$ cat src/rtl/phase_sequencer_pkg.sv
// Shared encodings and helpers for the multi-cycle phase sequencer.
package phase_sequencer_pkg;

  localparam int DEF_WAIT_CYCLES = 1;
  localparam int NUM_PHASES      = 5;

  typedef enum logic [1:0] {
    ST_IDLE = 2'd0,
    ST_RUN  = 2'd1,
    ST_HALT = 2'd2
  } state_e;

  typedef enum logic [2:0] {
    PH_IF  = 3'd0,
    PH_RR  = 3'd1,
    PH_EX  = 3'd2,
    PH_MEM = 3'd3,
    PH_WB  = 3'd4
  } phase_e;

  function automatic phase_e next_phase(phase_e p);
    case (p)
      PH_IF:   return PH_RR;
      PH_RR:   return PH_EX;
      PH_EX:   return PH_MEM;
      PH_MEM:  return PH_WB;
      default: return PH_IF;
    endcase
  endfunction

  function automatic logic [NUM_PHASES-1:0] phase_onehot(phase_e p);
    return NUM_PHASES'(1) << p;
  endfunction

endpackage

$ cat src/rtl/phase_sequencer_wait_timer.sv
// 4-bit loadable down-counter with a zero flag; stops at zero until reloaded.
module phase_sequencer_wait_timer (
  input  logic       clk,
  input  logic       rst,
  input  logic       load_i,
  input  logic [3:0] load_val_i,
  output logic       zero_o
);

  logic [3:0] cnt_q, cnt_d;

  always_comb begin
    cnt_d = cnt_q;
    if (load_i)              cnt_d = load_val_i;
    else if (cnt_q != 4'd0)  cnt_d = cnt_q - 4'd1;
  end

  always_ff @(posedge clk) begin
    if (rst) cnt_q <= 4'd0;
    else     cnt_q <= cnt_d;
  end

  assign zero_o = (cnt_q == 4'd0);

endmodule

$ cat src/rtl/phase_sequencer.sv
// Five-phase multi-cycle controller: run/step/pause/halt FSM, phase index,
// memory wait states and retired-instruction counter.
module phase_sequencer
  import phase_sequencer_pkg::*;
#(
  parameter int WAIT_CYCLES = DEF_WAIT_CYCLES,
  parameter int CNT_W       = 16
) (
  input  logic             clk,
  input  logic             rst,
  input  logic             exec_pulse,
  input  logic             step_mode,
  input  logic             halt_req,
  input  logic             mem_read,
  input  logic             mem_write,
  output logic [4:0]       phase,
  output logic [4:0]       ph_commit,
  output logic             running,
  output logic             halted,
  output logic             mem_sel,
  output logic             mem_wren,
  output logic [CNT_W-1:0] insn_count
);

  state_e           state_q;
  phase_e           ph_q;
  logic             step_q, pause_q, halt_q;
  logic [CNT_W-1:0] cnt_q;

  logic in_run, mem_acc, wt_zero, wt_load, commit_raw, commit;

  assign in_run  = (state_q == ST_RUN);
  assign mem_acc = mem_read | mem_write;

  // Only P1 and a memory-accessing P4 wait for the timer to drain.
  always_comb begin
    commit_raw = 1'b1;
    case (ph_q)
      PH_IF:   commit_raw = wt_zero;
      PH_MEM:  commit_raw = wt_zero | ~mem_acc;
      default: commit_raw = 1'b1;
    endcase
  end

  // A reset cycle never produces a register load or RAM write.
  assign commit  = in_run & ~rst & commit_raw;
  assign wt_load = ((state_q == ST_IDLE) & exec_pulse) | commit;

  phase_sequencer_wait_timer u_wait (
    .clk        (clk),
    .rst        (rst),
    .load_i     (wt_load),
    .load_val_i (4'(WAIT_CYCLES)),
    .zero_o     (wt_zero)
  );

  always_ff @(posedge clk) begin
    if (rst) begin
      state_q <= ST_IDLE;
      ph_q    <= PH_IF;
      step_q  <= 1'b0;
      pause_q <= 1'b0;
      halt_q  <= 1'b0;
      cnt_q   <= '0;
    end else begin
      case (state_q)
        ST_IDLE: begin
          if (exec_pulse) begin
            state_q <= ST_RUN;
            ph_q    <= PH_IF;
            step_q  <= step_mode;
            pause_q <= 1'b0;
            halt_q  <= 1'b0;
          end
        end
        ST_RUN: begin
          if (exec_pulse) pause_q <= 1'b1;
          if (commit) begin
            if (ph_q == PH_RR) halt_q <= halt_req;
            if (ph_q == PH_WB) begin
              cnt_q   <= cnt_q + CNT_W'(1);
              ph_q    <= PH_IF;
              pause_q <= 1'b0;
              halt_q  <= 1'b0;
              // A pulse landing on this very commit still counts as a pause.
              if (halt_q)                            state_q <= ST_HALT;
              else if (step_q | pause_q | exec_pulse) state_q <= ST_IDLE;
            end else begin
              ph_q <= next_phase(ph_q);
            end
          end
        end
        ST_HALT: state_q <= ST_HALT;
        default: state_q <= ST_IDLE;
      endcase
    end
  end

  assign phase      = in_run ? phase_onehot(ph_q) : 5'd0;
  assign ph_commit  = commit ? phase_onehot(ph_q) : 5'd0;
  assign mem_sel    = phase[3] & mem_acc;
  assign mem_wren   = ph_commit[3] & mem_write;
  assign running    = in_run;
  assign halted     = (state_q == ST_HALT);
  assign insn_count = cnt_q;

endmodule

$ cat config.mk
export PLATFORM = sky130hd
export DESIGN_NAME = phase_sequencer
export DESIGN_NICKNAME = d
export VERILOG_FILES = /design/src/rtl/phase_sequencer_pkg.sv /design/src/rtl/phase_sequencer_wait_timer.sv /design/src/rtl/phase_sequencer.sv
export SDC_FILE = /design/constraint.sdc
export NUM_CORES = 1
export LEC_CHECK = 0
export CORE_ASPECT_RATIO = 1.25
export CORE_UTILIZATION = 66
export DETAILED_ROUTE_END_ITERATION = 10
export DONT_BUFFER_PORTS = 1
export GPL_TIMING_DRIVEN = 1
export PLACE_DENSITY = 0.81
export SETUP_SLACK_MARGIN = 0.2
export SLEW_MARGIN = 20
export SYNTH_ARGS = -nofsm -noshare
export SYNTH_HDL_FRONTEND = slang
export SYNTH_HIERARCHICAL = 1
export SYNTH_SLANG_ARGS = --single-unit
$ cat constraint.sdc
create_clock -name clk -period 3.1 [get_ports clk]
set_input_delay 0.62 -clock clk [delete_from_list [all_inputs] [get_ports clk]]
set_output_delay 0.62 -clock clk [all_outputs]
set_load 0.005 [all_outputs]
==> out/summary.txt <==
post-CTS setup buffers -> 0
CTS sink count -> 28
Max Slew Vio Count -> 0
pre-CTS setup slack -> 0.846 ns
Num CTS Buffers -> 3
share of cells above drive strength 1 -> 0.0782
# Max-Cap Violations -> 0
Die ar. -> 2460 um2
XOR/XNOR share of the synthesized area -> 0.0469
hold_buf cts -> 0
nets -> 189
Worst EP arrival -> 1.94 ns
outcome -> complete, no violations
Min Hold Slack -> 0.345 ns
post-DP HPWL -> 1980 um
largest family of logic cells by synthesized area -> simple AND/OR/NAND/NOR gates
final wirelength -> 2750 um
Synth Area in Simple Gates -> 0.337
asr flop ratio synth -> 0
final hold vios -> 0
Die Height -> 55.2 um
Synth Area per Inst -> 8.21 um2
endpoint class of the critical path -> output pin
gp weighted congestion -> 0.778
first-pass GRT wire length -> 4280 um
adder-cell share of the synthesized area -> 0.0168
reg-to-reg endpoint -> u_wait/cnt_q[3]
Least-Margin Pin Slew -> 0.516 ns
Starting Density -> 0.729
Achievable Freq -> 390 MHz
post-synthesis compound-gate area fraction -> 0.144
post-synthesis cell count -> 182
top cell type's share of synthesized area -> 0.375
width of the die -> 44.6 um
RSZ-0062 raised after global routing -> no
Port Buf Inserts -> 0
Core Area -> 2050 um2
setup ws final -> 0.537 ns
Leak Pwr -> 0.000553 uW
CTS clk-pin slew, worst paths -> 0.14 ns
Resized cells post-CTS -> 0
synth top area cells -> dfxtp_1 38%, nor2_1 6.5%, a21oi_1 4.7%
skew final -> 0.00586 ns
CTS root buffer -> clkbuf_4
Top FF cell, synth -> dfxtp_1
H-tree levels -> 1
clk_lat worst skew -> 0.33 ns
max_slew headroom -> 0.653
Netlist cell types -> 47
vias per inst -> 6.01
FILL cells -> 161
GRT Overall Usage -> 0.233
largest net degree at the start of global routing -> 35
antenna-violating nets left -> 0
setup-violating endpoint count in the final report -> 0
Req. time, crit path -> 2.48 ns
reg2reg start -> u_wait/cnt_q[0]
sequential area share after synthesis -> 0.375
Final Util -> 0.755
vias in the first global route -> 1100
flops & latches, synth -> 28
DRT iter0 DRCs -> 12
Final min period -> 2.56 ns
Post-route DRC -> 0
initial antenna violation count -> 0
Pwr Density -> 526 nW/um2
crit path to -> mem_wren
diodes inserted -> 0
fin crit share -> 0.827
Routed WL per cell -> 13.2 um
mux share of post-synthesis cell area -> 0.0285
post-synthesis cell area -> 1490 um2
Reg2Reg Setup Slack -> 0.93 ns
Worst R2R Path Depth -> 9
# rows -> 18
Synth warnings -> 6
area grow syn2layout -> 3.60%
Pre-Repair DR Iteration Count -> 4
Critical path origin -> state_q[0]
top cells by count, synth -> 28 x dfxtp_1, 26 x nor2_1, 14 x a21oi_1
path type of the worst setup path -> reg2out
most common cell in the netlist -> dfxtp_1
cell accounting for the most synthesized area -> dfxtp_1
VDD IR max -> 0.000394 V
Hold/Removal Path Class -> in2reg
Post-synth EDFFs -> 0
largest buffer count on any clock path -> 2
CP max FO -> 11
gr ovfl total -> 0
Via Count -> 1257
top-level port count -> 37
Startpoint Class -> flop
post-route setup TNS -> 0 ns
CTS tree -> built
area by class of cell:
class                           count  area, um2  area share
Clock buffer                        3       22.5      0.0146
Clock inverter                      1       30.0      0.0194
Sequential cell                    28        561       0.362
Inverter                            7       26.3      0.0170
Multi-Input combinational cell    140        871       0.563
Tap cell                           30       37.5      0.0243
cells by family after synthesis:
group | after synthesis
simple gates | 86
compound gates | 36
flops | 28
buf+inv | 16
xor+xnor | 8
mux | 4
fa+ha+maj | 2
other cells | 2
cell usage in the layout (no fill, tap or decap), types with 2 or more instances in the layout:
master     n
xnor2_1    4
nand4_1    2
and4_1     3
or3_1      7
mux2_2     2
and4bb_2   2
nand2_1   11
nand3_1    5
dfxtp_1   28
and3_1     3
a21oi_1   14
o22ai_1    2
nor3_1     7
nor2_1    26
nand2b_1   4
o21ai_0   11
xor2_1     4
nor2b_1    4
clkbuf_4   3
conb_1     4
ha_1       2
inv_1      7
mux2i_1    2
flip-flops by register name, indices dropped and copies added (netlist names):
| signal | flops |
|---|---|
| insn_count | 16 |
| state_q | 2 |
| step_q | 1 |
| ph_q | 3 |
| pause_q | 1 |
| halt_q | 1 |
| u_wait/cnt_q | 4 |
how the worst min path moves through the flow:
stage                     cells after the start      startpoint              to
final                                         1             rst          step_q
after global routing                          1             rst  insn_count[14]
after CTS                                     1             rst  insn_count[14]
after detailed placement                      2  insn_count[14]  insn_count[14]
after global placement                        2          step_q          step_q
after floorplan                               2          step_q          step_q
routing by layer:
metal,vias to the layer above,share of wire,GRT usage
li1,633,-,-
met1,595,0.45,0.265
met2,25,0.52,0.441
met3,4,0.030,0.0390
met4,0,0.0087,0.0758
met5,-,0,0
worst max-delay path, stage by stage, from the launching register on:
cell and delay (ns):
dfxtp_1 0.57, or4b_2 0.70, nor2_1 0.15, and3_1 0.19
power by group:
group / total, uW / switching (uW) / leakage [uW] / internal, uW
logic: 166 / 78.6 / 0.000298 / 87.3
registers: 413 / 30.9 / 0.000227 / 382
clock network: 235 / 104 / 0.0000279 / 131
total: 814 / 213 / 0.000553 / 601
stage by stage:
| step | cells | cell area, um2 | power, uW |
|---|---|---|---|
| after floorplan | 184 | 1500 | 564 |
| after global placement | 205 | 1500 | 577 |
| after detailed placement | 205 | 1500 | 586 |
| after CTS | 209 | 1550 | 825 |
| after global routing | 209 | 1550 | 860 |
| final | 209 | 1550 | 814 |
Note: power is estimated with default switching activity, not from simulation.
